### config.mk
export PLATFORM = sky130hd
export DESIGN_NAME = fetch_unit_flat
export DESIGN_NICKNAME = d
export VERILOG_FILES = /design/src/rtl/fetch_pkg.sv /design/src/rtl/fetch_if.sv /design/src/rtl/fetch_fifo.sv /design/src/rtl/fetch_unit.sv /design/src/flat_wrapper.sv
export SDC_FILE = /design/constraint.sdc
export NUM_CORES = 1
export LEC_CHECK = 0
export BUFFER_PORTS_ARGS = -buffer_cell sky130_fd_sc_hd__clkbuf_2
export CAP_MARGIN = 20
export CORE_ASPECT_RATIO = 0.7
export CORE_UTILIZATION = 62
export CTS_CLUSTER_SIZE = 30
export DETAILED_ROUTE_END_ITERATION = 10
export GPL_ROUTABILITY_DRIVEN = 1
export MAX_ROUTING_LAYER = met4
export PLACE_DENSITY = 0.85
export SYNTH_ARGS = -nofsm -noshare
export SYNTH_HDL_FRONTEND = slang
export SYNTH_SLANG_ARGS = --single-unit
### constraint.sdc
create_clock -name clk -period 6.13 [get_ports clk]
set_clock_uncertainty 0.05 [all_clocks]
set_input_delay 1.226 -clock clk [delete_from_list [all_inputs] [get_ports clk]]
set_output_delay 1.226 -clock clk [all_outputs]
set_load 0.03 [all_outputs]
### src/rtl/fetch_pkg.sv
// Shared types and constants for the instruction-fetch front end.
package fetch_pkg;

    localparam int          XLEN_DEFAULT = 32;
    localparam logic [31:0] NOP_INST     = 32'h0000_0013;

    typedef enum logic [0:0] {
        RUN  = 1'b0,
        HALT = 1'b1
    } fetch_state_t;

    typedef struct packed {
        logic [XLEN_DEFAULT-1:0] pc;
        logic [31:0]             inst;
    } fetch_entry_t;

endpackage

### src/rtl/fetch_if.sv
// Bundle of imem, redirect/halt control and IF/ID handshake signals around fetch_unit.
interface fetch_if
    import fetch_pkg::*;
#(
    parameter int XLEN  = XLEN_DEFAULT,
    parameter int DEPTH = 4
);
    localparam int OCC_W = $clog2(DEPTH + 1);

    logic [XLEN-1:0]  imem_addr;
    logic [31:0]      imem_rdata;
    logic             redirect_valid;
    logic [XLEN-1:0]  redirect_pc;
    logic             halt_req;
    logic             out_valid;
    logic             out_ready;
    logic [31:0]      out_inst;
    logic [XLEN-1:0]  out_pc;
    logic [OCC_W-1:0] occupancy;

    modport master (
        output imem_addr,
        input  imem_rdata,
        input  redirect_valid,
        input  redirect_pc,
        input  halt_req,
        output out_valid,
        input  out_ready,
        output out_inst,
        output out_pc,
        output occupancy
    );

    modport slave (
        input  imem_addr,
        output imem_rdata,
        output redirect_valid,
        output redirect_pc,
        output halt_req,
        input  out_valid,
        output out_ready,
        input  out_inst,
        input  out_pc,
        input  occupancy
    );

endinterface

### src/rtl/fetch_fifo.sv
// Circular prefetch queue; flush wins over push/pop, and a push into a full queue
// is accepted only when the head leaves in the same cycle.
module fetch_fifo #(
    parameter  int DEPTH = 4,
    parameter  int WIDTH = 64,
    localparam int CW    = $clog2(DEPTH + 1)
) (
    input  logic             clk,
    input  logic             rst_n,
    input  logic             push_i,
    input  logic             pop_i,
    input  logic             flush_i,
    input  logic [WIDTH-1:0] data_i,
    output logic             full_o,
    output logic             empty_o,
    output logic [CW-1:0]    count_o,
    output logic [WIDTH-1:0] head_o
);
    localparam int PW = $clog2(DEPTH);

    logic [WIDTH-1:0] mem_q [DEPTH];
    logic [PW-1:0]    rd_ptr_q, rd_ptr_d;
    logic [PW-1:0]    wr_ptr_q, wr_ptr_d;
    logic [CW-1:0]    count_q, count_d;
    logic             pop_ok_s, push_ok_s;

    assign full_o    = (count_q == CW'(DEPTH));
    assign empty_o   = (count_q == CW'(0));
    assign count_o   = count_q;
    assign head_o    = mem_q[rd_ptr_q];
    assign pop_ok_s  = pop_i && !empty_o;
    assign push_ok_s = push_i && (!full_o || pop_ok_s);

    // Next pointer and count values.
    always_comb begin
        rd_ptr_d = rd_ptr_q;
        wr_ptr_d = wr_ptr_q;
        count_d  = count_q;
        if (flush_i) begin
            rd_ptr_d = PW'(0);
            wr_ptr_d = PW'(0);
            count_d  = CW'(0);
        end else begin
            if (push_ok_s) wr_ptr_d = wr_ptr_q + PW'(1);
            else           wr_ptr_d = wr_ptr_q;
            if (pop_ok_s)  rd_ptr_d = rd_ptr_q + PW'(1);
            else           rd_ptr_d = rd_ptr_q;
            case ({push_ok_s, pop_ok_s})
                2'b10:   count_d = count_q + CW'(1);
                2'b01:   count_d = count_q - CW'(1);
                default: count_d = count_q;
            endcase
        end
    end

    // Pointer and count registers.
    always_ff @(posedge clk or negedge rst_n) begin
        if (!rst_n) begin
            rd_ptr_q <= PW'(0);
            wr_ptr_q <= PW'(0);
            count_q  <= CW'(0);
        end else begin
            rd_ptr_q <= rd_ptr_d;
            wr_ptr_q <= wr_ptr_d;
            count_q  <= count_d;
        end
    end

    // Entry storage; stale contents are never observed because count gates the head.
    always_ff @(posedge clk) begin
        if (push_ok_s && !flush_i) mem_q[wr_ptr_q] <= data_i;
    end

endmodule

### src/rtl/fetch_unit.sv
// Fetch front end: PC register, RUN/HALT state and push/redirect control around the prefetch queue.
module fetch_unit
    import fetch_pkg::*;
#(
    parameter int              DEPTH    = 4,
    parameter int              XLEN     = XLEN_DEFAULT,
    parameter logic [XLEN-1:0] RESET_PC = '0
) (
    input  logic     clk,
    input  logic     reset,
    fetch_if.master  bus
);
    localparam int CW = $clog2(DEPTH + 1);
    localparam int EW = XLEN + 32;

    fetch_state_t    state_q, state_d;
    logic [XLEN-1:0] fetch_pc_q, fetch_pc_d;
    logic            push_req_s, push_fire_s, pop_s;
    logic            full_s, empty_s;
    logic [CW-1:0]   count_s;
    logic [EW-1:0]   head_s;

    assign push_req_s  = (state_q == RUN) && !bus.redirect_valid && !bus.halt_req;
    assign pop_s       = !empty_s && bus.out_ready;
    assign push_fire_s = push_req_s && (!full_s || pop_s);

    // Next state and next fetch PC; a redirect overrides halt and resumes fetching.
    always_comb begin
        state_d    = state_q;
        fetch_pc_d = fetch_pc_q;
        if (bus.redirect_valid) begin
            state_d    = RUN;
            fetch_pc_d = {bus.redirect_pc[XLEN-1:2], 2'b00};
        end else begin
            case (state_q)
                RUN:     state_d = bus.halt_req ? HALT : RUN;
                HALT:    state_d = HALT;
                default: state_d = RUN;
            endcase
            if (push_fire_s) fetch_pc_d = fetch_pc_q + XLEN'(4);
            else             fetch_pc_d = fetch_pc_q;
        end
    end

    // State and PC registers.
    always_ff @(posedge clk or negedge reset) begin
        if (!reset) begin
            state_q    <= RUN;
            fetch_pc_q <= RESET_PC;
        end else begin
            state_q    <= state_d;
            fetch_pc_q <= fetch_pc_d;
        end
    end

    fetch_fifo #(
        .DEPTH (DEPTH),
        .WIDTH (EW)
    ) u_fifo (
        .clk     (clk),
        .rst_n   (reset),
        .push_i  (push_req_s),
        .pop_i   (bus.out_ready),
        .flush_i (bus.redirect_valid),
        .data_i  ({fetch_pc_q, bus.imem_rdata}),
        .full_o  (full_s),
        .empty_o (empty_s),
        .count_o (count_s),
        .head_o  (head_s)
    );

    assign bus.imem_addr = fetch_pc_q;
    assign bus.out_valid = !empty_s;
    assign bus.out_inst  = empty_s ? NOP_INST : head_s[31:0];
    assign bus.out_pc    = empty_s ? {XLEN{1'b0}} : head_s[EW-1:32];
    assign bus.occupancy = count_s;

endmodule

### src/flat_wrapper.sv
// flat-port wrapper written by rule: the top's interface ports become plain ports
module fetch_unit_flat import fetch_pkg::*;
#(
    parameter int              DEPTH    = 4,
    parameter int              XLEN     = XLEN_DEFAULT,
    parameter logic [XLEN-1:0] RESET_PC = '0
)
  (clk, reset, bus_imem_addr, bus_imem_rdata, bus_redirect_valid, bus_redirect_pc, bus_halt_req, bus_out_valid, bus_out_ready, bus_out_inst, bus_out_pc, bus_occupancy);
  fetch_if #(.XLEN(XLEN), .DEPTH(DEPTH)) bus_i ();
  input  logic clk;
  input  logic reset;
  output wire logic [$bits(bus_i.imem_addr)-1:0] bus_imem_addr;
  input wire logic [$bits(bus_i.imem_rdata)-1:0] bus_imem_rdata;
  input wire logic [$bits(bus_i.redirect_valid)-1:0] bus_redirect_valid;
  input wire logic [$bits(bus_i.redirect_pc)-1:0] bus_redirect_pc;
  input wire logic [$bits(bus_i.halt_req)-1:0] bus_halt_req;
  output wire logic [$bits(bus_i.out_valid)-1:0] bus_out_valid;
  input wire logic [$bits(bus_i.out_ready)-1:0] bus_out_ready;
  output wire logic [$bits(bus_i.out_inst)-1:0] bus_out_inst;
  output wire logic [$bits(bus_i.out_pc)-1:0] bus_out_pc;
  output wire logic [$bits(bus_i.occupancy)-1:0] bus_occupancy;
  assign bus_imem_addr = bus_i.imem_addr;
  assign bus_i.imem_rdata = bus_imem_rdata;
  assign bus_i.redirect_valid = bus_redirect_valid;
  assign bus_i.redirect_pc = bus_redirect_pc;
  assign bus_i.halt_req = bus_halt_req;
  assign bus_out_valid = bus_i.out_valid;
  assign bus_i.out_ready = bus_out_ready;
  assign bus_out_inst = bus_i.out_inst;
  assign bus_out_pc = bus_i.out_pc;
  assign bus_occupancy = bus_i.occupancy;
  fetch_unit #(.DEPTH(DEPTH), .XLEN(XLEN), .RESET_PC(RESET_PC)) u_core (.clk(clk), .reset(reset), .bus(bus_i));
endmodule
======== Word level (Yosys, flattened, before mapping) ========
Memory sizes are Yosys's and may differ from the RTL's.
Cells that the tools add are included.
operators by class
  $add $sub $neg .......................... 5
  equality and inequality tests ........... 3
  mux-type cells .......................... 15
  bitwise logic cells ..................... 1
  reduce and logical (&&, ||, !) cells .... 14
operators by type and width
  kind                                              count
  two-way mux 32 bit                                4
  adder 32 x 3 -> 32 bit, second input constant     1
  two-way mux 2 bit                                 4
  case mux 3 bit (2 select lines)                   1
  logical AND 1 bit                                 5
  adder 2 x 1 -> 2 bit, second input constant       2
  logical NOT 1 bit                                 4
  two-way mux 1 bit                                 4
  nonzero test 2 bit                                2
  adder 3 x 1 -> 3 bit, second input constant       1
  == test 3 bit, second input constant              1
  logical NOT 3 bit                                 1
  two-way mux 3 bit                                 1
  nonzero test 3 bit                                1
  subtractor 3 x 1 -> 3 bit, second input constant  1
  == test 2 x 1 -> 1 bit, second input constant     1
  == test 2 bit, second input constant              1
  case mux 1 bit (2 select lines)                   1
  logical OR 1 bit                                  1
  NOT 1 bit                                         1
word-level totals
  register bits ........................... 40
  bits in writable memories ............... 256
  input bits .............................. 69
  output and inout port bits .............. 100
  logic and storage cells ................. 44
  memories ................................ 1
memory list
  name                 depth  bits a word  rd ports  clocked after Yosys merged registers in  wr ports  line              RTL
  u_core.u_fifo.mem_q  4      64           1         0                                        1         fetch_fifo.sv:21  logic [WIDTH-1:0] mem_q [DEPTH];

======== Logic depth before layout (Yosys ltp) ========
Gate-level depths: netlist of the first run.
  word-level depth ........................ 8
  depth in mapped cells ................... 10
  mapped depth without buffers ............ 7

======== Cells and area by module ========
From an unflattened synthesis of the first run, not the netlist that was laid out.
second synthesis, totals
  cells, all modules ...................... 671
  area, all modules ....................... 12,030.3 µm²
by module, submodules not included
  module      instances  cells an instance  area an instance (µm²)  sequential area each (µm²)
  fetch_fifo  1          401                9,801.9                 7,862.5
  fetch_unit  1          270                2,228.4                 775.7

======== Least setup slack after synthesis of the first run ========
Ideal clock, no wire load.
  path kind ............................... input -> register
  start ................................... input port bus_halt_req
  end ..................................... memory u_core.u_fifo.mem_q[0][0], enable pin
  setup time .............................. 0.427 ns
  arrival ................................. 3.461 ns
  required time ........................... 5.653 ns
  slack ................................... 2.192 ns
  stages on the path ...................... 4
  buffers on the path ..................... 1
  cell sequence ........................... or2_2 clkbuf_1 nor2_2 and3_1
between the ends
  longest elaborated chain between the ends .. 6
RTL lines
  item                                     line                RTL
  from (decl)                              flat_wrapper.sv:16  input wire logic [$bits(bus_i.halt_req)-1:0] bus_halt_req;
  logical NOT 1 bit                        fetch_unit.sv:23    assign push_req_s = (state_q == RUN) && !bus.redirect_valid && !bus.halt_req;
  logical AND 1 bit                        fetch_unit.sv:23
  logical AND 1 bit                        fetch_fifo.sv:32    assign push_ok_s = push_i && (!full_o || pop_ok_s);
  logical AND 1 bit                        fetch_fifo.sv:71    if (push_ok_s && !flush_i) mem_q[wr_ptr_q] <= data_i;
  two-way mux 1 bit                        fetch_fifo.sv:71
  two-way mux 1 bit (not written as such)  fetch_fifo.sv:71
  to (decl)                                fetch_fifo.sv:21
No other way between the ends.

======== Worst setup path in the final report of the first run ========
  start ................................... register u_core.u_fifo.rd_ptr_q[0]
  end ..................................... output port bus_out_pc[17]
between the ends
  longest elaborated chain between the ends .. 2
RTL lines
  item                      line                RTL
  from (decl)               fetch_fifo.sv:22    logic [PW-1:0] rd_ptr_q, rd_ptr_d;
  from (signal assigned)    fetch_fifo.sv:63    rd_ptr_q <= rd_ptr_d;
  memory read (4 x 64 bit)  -
  two-way mux 32 bit        fetch_unit.sv:75    assign bus.out_pc = empty_s ? {XLEN{1'b0}} : head_s[EW-1:32];
  to (decl)                 flat_wrapper.sv:20  output wire logic [$bits(bus_i.out_pc)-1:0] bus_out_pc;
No other way between the ends.

==> results.py, run 1 <==
metrics = {
    "run_status": {
        "status": "finished clean",
    },
    "detailed_routing": {
        "top_layer": "met4",
        "drt_first_pass_iters": 5,
        "dr_wl_met2_microns": 11700,
        "m1WireLength_microns": 10600,
        "detail_route.iter0.violations": 631,
        "route.detailed.drc": 0,
        "viasPerCell": 6.25,
        "drtAntennaViolNets": 0,
        "detailroute.wirelength.met3_microns": 1660,
        "wirelength_microns": 24600,
        "average_wire_length_per_cell_after_detail_routing_microns": 22.0,
        "routed-via-count": 6978,
    },
    "finish": {
        "post_route_cells_drive_above_1_share_pct": 33.3,
        "area_delta_synth_final_pct": 15.1,
        "post-route-util_pct": 72.9,
        "layoutNonFillerInstCount": 1117,
        "nets": 927,
        "num-fill-cells": 1186,
        "commonest_non_fill_non_tap_cell_in_the_layout": "sky130_fd_sc_hd__edfxtp_1",
        "most-common-layout-cells": "sky130_fd_sc_hd__edfxtp_1, sky130_fd_sc_hd__clkbuf_2, sky130_fd_sc_hd__mux4_2",
    },
    "logic_synthesis": {
        "synth_simple_gate_area_share_pct": 10.7,
        "netlist-cell-type-count": 62,
        "postSynth.asyncResetShare_pct": 13.3,
        "sequential_element_share_of_the_synthesized_area_pct": 70.1,
        "syn-instance-count": 695,
        "synth.mux.area_fraction_pct": 11.7,
        "synth-warning-count": 0,
        "synth_enable_flop_cells": 248,
        "synth_compound_area_share_pct": 3.66,
        "synthesis.area_sq_mm": 0.0120,
        "synth-main-ff-cell": "sky130_fd_sc_hd__edfxtp_1",
        "synth_fa_ha_area_share_pct": 0.689,
        "main_combinational_cell_family_by_area_after_synthesis": "multiplexers",
        "postSynthAreaPerCell_sq_um": 17.2,
        "ys_seq_elements": 286,
        "synth_xor_xnor_area_share_pct": 0.731,
    },
    "global_route": {
        "vias_in_the_first_global_route": 7037,
        "gr-total-overflow": 0,
        "grt_antenna_before_repair": 0,
        "grt_use_total_pct": 26.0,
        "global_route_wire_length_before_repair_microns": 38100,
        "pin_count_of_the_biggest_net_entering_global_routing": 74,
    },
    "setup_path": {
        "kind_of_cell_adding_the_most_delay_to_the_critical_path": "flip-flops",
        "crit_fanout": 48,
        "slowest_delay_ps": 1070,
        "worst_path_cell_trace": "buf_4 > mux4_2 > and2_1 > clkbuf_2",
        "r2r-start": "u_core.state_q",
        "reg2reg_depth": 3,
        "worst-endpoint-required_ps": 4850,
        "critPathArrivalTime_ps": 3020,
        "slowest_stage": "sky130_fd_sc_hd__dfrtp_4",
        "crit_type": "reg2out",
        "r2r-end": "u_core.u_fifo.mem_q[1][12]",
        "cp-start-kind": "flip-flop",
        "r2r_slack_ps": 3570,
        "crit_path_end_kind": "output pin",
        "critical_path_buf_inv_count": 2,
    },
    "sta": {
        "timing.final.crit_share_pct": 70.1,
        "setup_total_negative_slack_ps": 0,
        "timing_hold_violations_final": 0,
        "timing.final.max_slew_violations": 0,
        "timing.max_slew.rel_slack_pct": 34.0,
        "period_needed_ps": 4300,
        "max_slew.worst_pin.slew_ps": 990,
        "unrepaired_setup_endpoints_after_global_routing": "false",
        "hold_ws_ps": 541,
        "timing.final.setup_violations": 0,
        "clock.fmax_mhz": 233,
    },
    "power": {
        "power_density_mw_per_mm2": 396,
        "p_int_mw": 3.67,
        "p_total_mw": 5.46,
        "max-vdd-ir-drop_v": 0.000311,
        "clockPowerShare_pct": 28.5,
        "switching_power_as_a_share_of_total_power_pct": 32.8,
        "power_share_of_the_combinational_group_pct": 27.5,
        "p_leak_nw": 4.85,
        "fraction_of_power_consumed_by_sequential_logic_pct": 44.0,
        "switching_power_mw": 1.79,
    },
    "min_path": {
        "hp-class": "in2async",
    },
    "die": {
        "die_area_sq_mm": 0.0199,
        "placement_rows": 42,
        "die_height_microns": 118,
        "die_w_microns": 168,
        "floorplan.initialDensity_pct": 63.3,
        "design.core.area_sq_mm": 0.0189,
        "num_io_pins": 169,
    },
    "clock_tree": {
        "clk_root_buffer_cell": "sky130_fd_sc_hd__clkbuf_16",
        "clock_latency_ps": 530,
        "tritoncts_clock_tree": "yes",
        "clock_tree.htree_level_count": 1,
        "post_cts_hold_buffer_count": 0,
        "ctsResizeCount": 0,
        "clkSlewWorstSetupHoldPaths_ps": 60,
        "cts_inserted_buffers": 28,
        "clkSinkCount": 286,
        "cts_post_setup_buffers_inserted": 0,
        "cts_max_path_buffers": 3,
    },
    "placed_design": {
        "placed_cells": 1062,
        "buffer_ports.inserted": 162,
        "routabilityCongestion": 0.851,
        "dp_hpwl_microns": 14400,
    },
    "job": {
        "max-cap-violations": 0,
    },
}
through the flow:
| step | cell area (sq um) | setup slack, ps |
|---|---|---|
| 6_report | 13800 | 1830 |
| 3_3_place_gp | 12900 | 2320 |
| 5_1_grt | 13800 | 1590 |
| 4_1_cts | 13800 | 1720 |
| 2_1_floorplan | 12000 | 2190 |
| 3_5_place_dp | 12900 | 2290 |
kinds of logic (layout without fill, tap and decap cells):
family                     after synthesis  count (layout)
AOI/OAI and AO/OA                       59              59
xor gates and xnor gates                10              10
adders and majority gates                6               6
buffers and inverters                   56             232
DFF                                    286             286
muxes                                   63              63
other                                    1               5
and+or+nand+nor                        214             214
sequential cells by signal (all words and copies together), names as in the netlist:
| signal | count |
|---|---|
| u_core.bus.imem_addr | 30 |
| u_core.state_q | 1 |
| u_core.u_fifo.count_o | 3 |
| u_core.u_fifo.mem_q | 248 |
| u_core.u_fifo.rd_ptr_q | 2 |
| u_core.u_fifo.wr_ptr_q | 2 |
power by group through the flow:
stage          Combinational [mW]  Sequential, mW  Clock [mW]
2_1_floorplan                1.12            2.37           0
3_3_place_gp                 1.46            2.44           0
3_5_place_dp                 1.49            2.45           0
4_1_cts                      1.49            2.41        1.58
5_1_grt                      1.59            2.43        1.65
6_report                     1.50            2.40        1.56
synthesized netlist by cell type (all sizes together) (11+ instances only):
cell type	number	area (sq um)
edfxtp	248	7450
mux4	62	1400
and2	61	384
dfrtp	38	951
nand3	29	150
nand4	24	165
buf	22	146
nand2	22	85.1
clkbuf	21	88.8
nor2	20	77.6
inv	13	48.8
nor3	11	60.1
how the worst max path moves through the flow:
stage                               from                        end  cells after the start  slack [ps]
3_5_place_dp   u_core.u_fifo.rd_ptr_q[0]             bus_out_pc[17]                      4        2290
6_report       u_core.u_fifo.rd_ptr_q[0]             bus_out_pc[17]                      4        1830
4_1_cts        u_core.u_fifo.rd_ptr_q[0]             bus_out_pc[17]                      4        1720
3_3_place_gp   u_core.u_fifo.rd_ptr_q[0]             bus_out_pc[23]                      4        2320
5_1_grt        u_core.u_fifo.rd_ptr_q[0]             bus_out_pc[17]                      4        1590
2_1_floorplan               bus_halt_req  u_core.u_fifo.mem_q[0][0]                      4        2190
final cells by class:
| type | instances | area (sq um) | share of cell area [%] |
|---|---|---|---|
| Sequential cell | 286 | 8410 | 60.9 |
| Tap cell | 242 | 303 | 2.20 |
| Clock buffer | 43 | 788 | 5.71 |
| Timing Repair Buffer | 167 | 873 | 6.33 |
| Multi-Input combinational cell | 356 | 3330 | 24.1 |
| Clock inverter | 9 | 43.8 | 0.317 |
| Antenna cell | 1 | 2.50 | 0.0181 |
| Inverter | 13 | 48.8 | 0.354 |
per-layer routing:
layer  vias up  GRT usage (%)
li1       3083              -
met1      3524           36.9
met2       320           40.1
met3        51           4.05
met4         0           7.39
met5         -              -
No activity file was read; power rests on OpenSTA's default activity.
==> run 2: changes to the inputs <==
- CORE_UTILIZATION: 62 -> 52
- PLACE_DENSITY: 0.85 -> 0.76
- clock period: 6.13 -> 3.9 ns (I/O delays scaled with it)
==> run 2 against run 1 <==
Die area is 19% higher. Via count is 0.39% higher. Core utilization is 11 points lower. Final cell count is 7.3% higher. Routed wire length is 4.8% higher. Power is 61% higher. Count of clock-buffer cells in the layout is 11 lower. Design area is 2.2% higher. Critical path type unchanged. Critical endpoint is now bus_out_pc[30]. Largest power group unchanged.
==> results.py, run 2 (synthesis results as in run 1) <==
metrics = {
    "run_status": {
        "status": "finished clean",
    },
    "setup_path": {
        "slowest_stage": "sky130_fd_sc_hd__nor3_1",
        "crit_path_end_kind": "output pin",
        "worst-endpoint-required_ps": 3070,
        "critical_path_buf_inv_count": 3,
        "cp-start-kind": "flip-flop",
        "kind_of_cell_adding_the_most_delay_to_the_critical_path": "simple AND/OR/NAND/NOR gates",
        "crit_fanout": 28,
        "slowest_delay_ps": 610,
        "worst_path_cell_trace": "nor3_1 > inv_2 > buf_4 > and2_1 > clkbuf_2",
        "crit_type": "reg2out",
        "critPathArrivalTime_ps": 2670,
    },
    "global_route": {
        "grt_use_total_pct": 22.7,
        "grt_antenna_before_repair": 1,
        "vias_in_the_first_global_route": 6768,
        "gr-total-overflow": 0,
        "pin_count_of_the_biggest_net_entering_global_routing": 73,
        "global_route_wire_length_before_repair_microns": 38900,
    },
    "finish": {
        "nets": 941,
        "regMostFlops": "u_core.u_fifo.mem_q",
        "postLayoutCellArea_sq_mm": 0.0141,
        "post-route-util_pct": 62.3,
        "area_delta_synth_final_pct": 17.7,
        "post_route_cells_drive_above_1_share_pct": 35.6,
        "largest_register_ff_count": 248,
        "commonest_non_fill_non_tap_cell_in_the_layout": "sky130_fd_sc_hd__edfxtp_1",
        "most-common-layout-cells": "sky130_fd_sc_hd__edfxtp_1, sky130_fd_sc_hd__clkbuf_2, sky130_fd_sc_hd__mux4_2",
    },
    "die": {
        "placement_rows": 46,
        "die_height_microns": 129,
        "die_w_microns": 183,
        "die_area_sq_mm": 0.0237,
        "floorplan.initialDensity_pct": 53.0,
        "design.core.area_sq_mm": 0.0226,
        "num_io_pins": 169,
    },
    "clock_tree": {
        "ctsResizeCount": 0,
        "clkSlewWorstSetupHoldPaths_ps": 70,
        "post_cts_hold_buffer_count": 0,
        "cts_max_path_buffers": 3,
        "tritoncts_clock_tree": "yes",
        "clock_latency_ps": 530,
        "clk_root_buffer_cell": "sky130_fd_sc_hd__clkbuf_16",
        "cts_post_setup_buffers_inserted": 0,
        "clock_tree.htree_level_count": 1,
        "cts_inserted_buffers": 27,
        "clkSinkCount": 286,
    },
    "power": {
        "max-vdd-ir-drop_v": 0.000402,
        "power_density_mw_per_mm2": 624,
        "p_leak_nw": 4.97,
    },
    "detailed_routing": {
        "drtAntennaViolNets": 0,
        "detail_route.iter0.violations": 622,
        "route.detailed.drc": 0,
        "viasPerCell": 5.84,
        "routed-via-count": 7005,
        "wirelength_microns": 25700,
        "average_wire_length_per_cell_after_detail_routing_microns": 21.5,
        "drt_first_pass_iters": 7,
    },
    "sta": {
        "setup_total_negative_slack_ps": 0,
        "unrepaired_setup_endpoints_after_global_routing": "false",
        "timing.final.setup_violations": 0,
        "period_needed_ps": 3500,
        "timing.final.crit_share_pct": 89.7,
        "timing.max_slew.rel_slack_pct": 42.6,
        "timing.final.max_slew_violations": 0,
        "clock.fmax_mhz": 286,
        "postLayoutSetupSlackWorst_ps": 400,
        "timing_hold_violations_final": 0,
        "max_slew.worst_pin.slew_ps": 854,
    },
    "min_path": {
        "hp-class": "in2async",
    },
    "placed_design": {
        "dp_slack_ps": 919,
        "buffer_ports.inserted": 162,
        "total_placed_instance_area_sq_mm": 0.0132,
        "routabilityCongestion": 0.823,
        "dp_hpwl_microns": 16500,
    },
    "job": {
        "max-cap-violations": 0,
    },
}
-- run 2: per-layer routing --
metal / share of wire [%] / routed length, microns / track usage (%)
met5: 0 / 0 / -
met4: 1.9 / 480 / 5.05
met3: 7.4 / 1890 / 4.70
met2: 47 / 12000 / 34.7
met1: 44 / 11400 / 31.8
-- run 2: final timing paths --
kind                                            from                    endpoint  slack, ps  cells past startpoint
max                         u_core.u_fifo.count_o[0]              bus_out_pc[30]        400                      5
min                                            reset    u_core.bus.imem_addr[31]        260                      1
max reg2reg                           u_core.state_q  u_core.u_fifo.mem_q[3][48]       1440                      4
min reg2reg                u_core.u_fifo.wr_ptr_q[0]   u_core.u_fifo.wr_ptr_q[0]        570                      2
max in group asynchronous                      reset     u_core.bus.imem_addr[7]       2890                      2
min in group clk                  bus_redirect_pc[6]     u_core.bus.imem_addr[6]        410                      3
-- run 2: cell type report --
class	count	area [sq um]
inverters	13	48.8
fillers	1680	8520
multi-input cells	356	3330
repair buffers	182	1040
diodes	1	2.50
clock buffers	32	724
clock inverters	17	161
well taps	312	390
flip-flops and latches	286	8400
-- run 2: per-stage QoR --
step	std cells	total power, mW	hold slack, ps
after floorplan	698	5.48	434
after global placement	1149	6.25	539
after detailed placement	1149	6.28	557
after CTS	1198	8.88	271
after global routing	1199	9.15	311
final	1199	8.80	258
-- run 2: power breakdown --
group	total, mW	internal (mW)	switching, mW
Clock	2.61	1.52	1.09
Sequential	3.69	3.48	0.211
Combinational	2.50	0.926	1.57
-- run 2: worst reg2reg max path, stage by stage (launching register included) --
cell	delay [ps]
sky130_fd_sc_hd__dfrtp_1	390
sky130_fd_sc_hd__or2_2	360
sky130_fd_sc_hd__nor2_2	400
sky130_fd_sc_hd__and3_4	600
sky130_fd_sc_hd__buf_4	340
==> run 3: changes to the inputs <==
- REMOVE_ABC_BUFFERS: not set -> 1
==> run 3 against run 2 <==
Die area did not move. Setup slack improved by 170 ps. Sequential power is essentially flat. Critical path type unchanged. Critical endpoint is now bus_out_pc[31]. Highest routed layer unchanged.
==> results.py, run 3 (synthesis results as in run 1) <==
metrics = {
    "detailed_routing": {
        "average_wire_length_per_cell_after_detail_routing_microns": 21.0,
        "route.detailed.drc": 0,
        "wirelength_microns": 25000,
        "viasPerCell": 5.86,
        "drtAntennaViolNets": 0,
        "detail_route.iter0.violations": 548,
        "drt_first_pass_iters": 5,
        "routed-via-count": 6990,
    },
    "setup_path": {
        "slowest_stage": "sky130_fd_sc_hd__dfrtp_1",
        "kind_of_cell_adding_the_most_delay_to_the_critical_path": "buffers and inverters",
        "crit_path_end_kind": "output pin",
        "crit_fanout": 29,
        "crit_type": "reg2out",
        "critPathArrivalTime_ps": 2500,
        "worst-endpoint-required_ps": 3070,
        "critical_path_buf_inv_count": 3,
        "worst_path_cell_trace": "nor3_1 > inv_2 > buf_4 > and2_1 > clkbuf_2",
        "cp-start-kind": "flip-flop",
        "slowest_delay_ps": 570,
    },
    "clock_tree": {
        "clkSinkCount": 286,
        "tritoncts_clock_tree": "yes",
        "cts_inserted_buffers": 27,
        "clk_root_buffer_cell": "sky130_fd_sc_hd__clkbuf_16",
        "clkSlewWorstSetupHoldPaths_ps": 60,
        "clock_tree.htree_level_count": 1,
        "ctsResizeCount": 0,
        "cts_max_path_buffers": 3,
        "cts_post_setup_buffers_inserted": 0,
        "post_cts_hold_buffer_count": 0,
        "clock_latency_ps": 530,
    },
    "die": {
        "num_io_pins": 169,
        "design.core.area_sq_mm": 0.0226,
        "die_height_microns": 129,
        "die_area_sq_mm": 0.0237,
        "floorplan.initialDensity_pct": 53.0,
        "die_w_microns": 183,
        "placement_rows": 46,
    },
    "sta": {
        "timing.final.crit_share_pct": 85.5,
        "unrepaired_setup_endpoints_after_global_routing": "false",
        "period_needed_ps": 3330,
        "clock.fmax_mhz": 300,
        "timing.max_slew.rel_slack_pct": 41.1,
        "max_slew.worst_pin.slew_ps": 881,
        "timing.final.max_slew_violations": 0,
        "postLayoutSetupSlackWorst_ps": 567,
        "timing.final.setup_violations": 0,
        "timing_hold_violations_final": 0,
    },
    "finish": {
        "nets": 935,
        "post_route_cells_drive_above_1_share_pct": 33.9,
        "commonest_non_fill_non_tap_cell_in_the_layout": "sky130_fd_sc_hd__edfxtp_1",
        "antennaDiodeCount": 0,
        "most-common-layout-cells": "sky130_fd_sc_hd__edfxtp_1, sky130_fd_sc_hd__clkbuf_2, sky130_fd_sc_hd__mux4_2",
        "area_delta_synth_final_pct": 16.8,
        "post-route-util_pct": 61.9,
        "largest_register_ff_count": 248,
        "regMostFlops": "u_core.u_fifo.mem_q",
    },
    "global_route": {
        "gr-total-overflow": 0,
        "grt_antenna_before_repair": 0,
        "grt_use_total_pct": 22.2,
        "pin_count_of_the_biggest_net_entering_global_routing": 73,
        "global_route_wire_length_before_repair_microns": 38200,
        "vias_in_the_first_global_route": 6584,
    },
    "placed_design": {
        "dp_slack_ps": 927,
        "dp_hpwl_microns": 15800,
        "buffer_ports.inserted": 162,
        "routabilityCongestion": 0.871,
    },
    "power": {
        "power_density_mw_per_mm2": 615,
        "p_leak_nw": 4.90,
        "p_total_mw": 8.61,
        "max-vdd-ir-drop_v": 0.000394,
    },
    "run_status": {
        "status": "finished clean",
    },
    "job": {
        "max-cap-violations": 0,
    },
    "min_path": {
        "hp-class": "in2async",
    },
}
-- run 3: cell types whose count changed in the layout (fill, tap and decap cells not counted), moves of 2 or more --
cell	change
sky130_fd_sc_hd__clkbuf_1	+13
sky130_fd_sc_hd__buf_4	-7
sky130_fd_sc_hd__clkinv_2	-7
sky130_fd_sc_hd__bufinv_16	-2
sky130_fd_sc_hd__clkinv_1	-2
sky130_fd_sc_hd__clkinvlp_4	-2
-- run 3: final cells by class --
type,instances,area [sq um]
Multi-Input combinational cell,356,3330
Clock inverter,4,43.8
Inverter,13,48.8
Fill cell,1670,8620
Timing Repair Buffer,176,1000
Sequential cell,286,8410
Clock buffer,45,773
Tap cell,312,390
-- run 3: through the flow --
step,TNS (ps),cell area (sq um),instances,hold WS [ps]
finish,0,14000,1192,311
global route,0,14000,1192,348
CTS,0,14000,1192,320
detailed placement,0,13200,1143,551
global placement,0,13200,1143,536
floorplan,-22920,11800,655,434
-- run 3: final timing paths --
kind	start	slack (ps)	endpoint	cells after the start
min in group clk	bus_redirect_pc[9]	420	u_core.bus.imem_addr[9]	3
min	reset	310	u_core.bus.imem_addr[20]	1
min reg2reg	u_core.u_fifo.wr_ptr_q[0]	570	u_core.u_fifo.wr_ptr_q[0]	2
max in group asynchronous	reset	2820	u_core.bus.imem_addr[27]	2
max reg2reg	u_core.state_q	1450	u_core.u_fifo.mem_q[3][47]	4
max	u_core.u_fifo.count_o[0]	570	bus_out_pc[31]	5
-- run 3: where the power goes --
group,internal (mW),switching (mW),total [mW]
registers,3.48,0.215,3.69
logic,0.922,1.54,2.46
clock network,1.41,1.05,2.46
-- run 3: routing by layer --
layer	track usage (%)	vias up	share of wire [%]
li1	-	3102	-
met1	32.1	3526	45
met2	32.9	324	46
met3	4.22	38	7.4
met4	5.49	0	1.7
met5	-	-	0
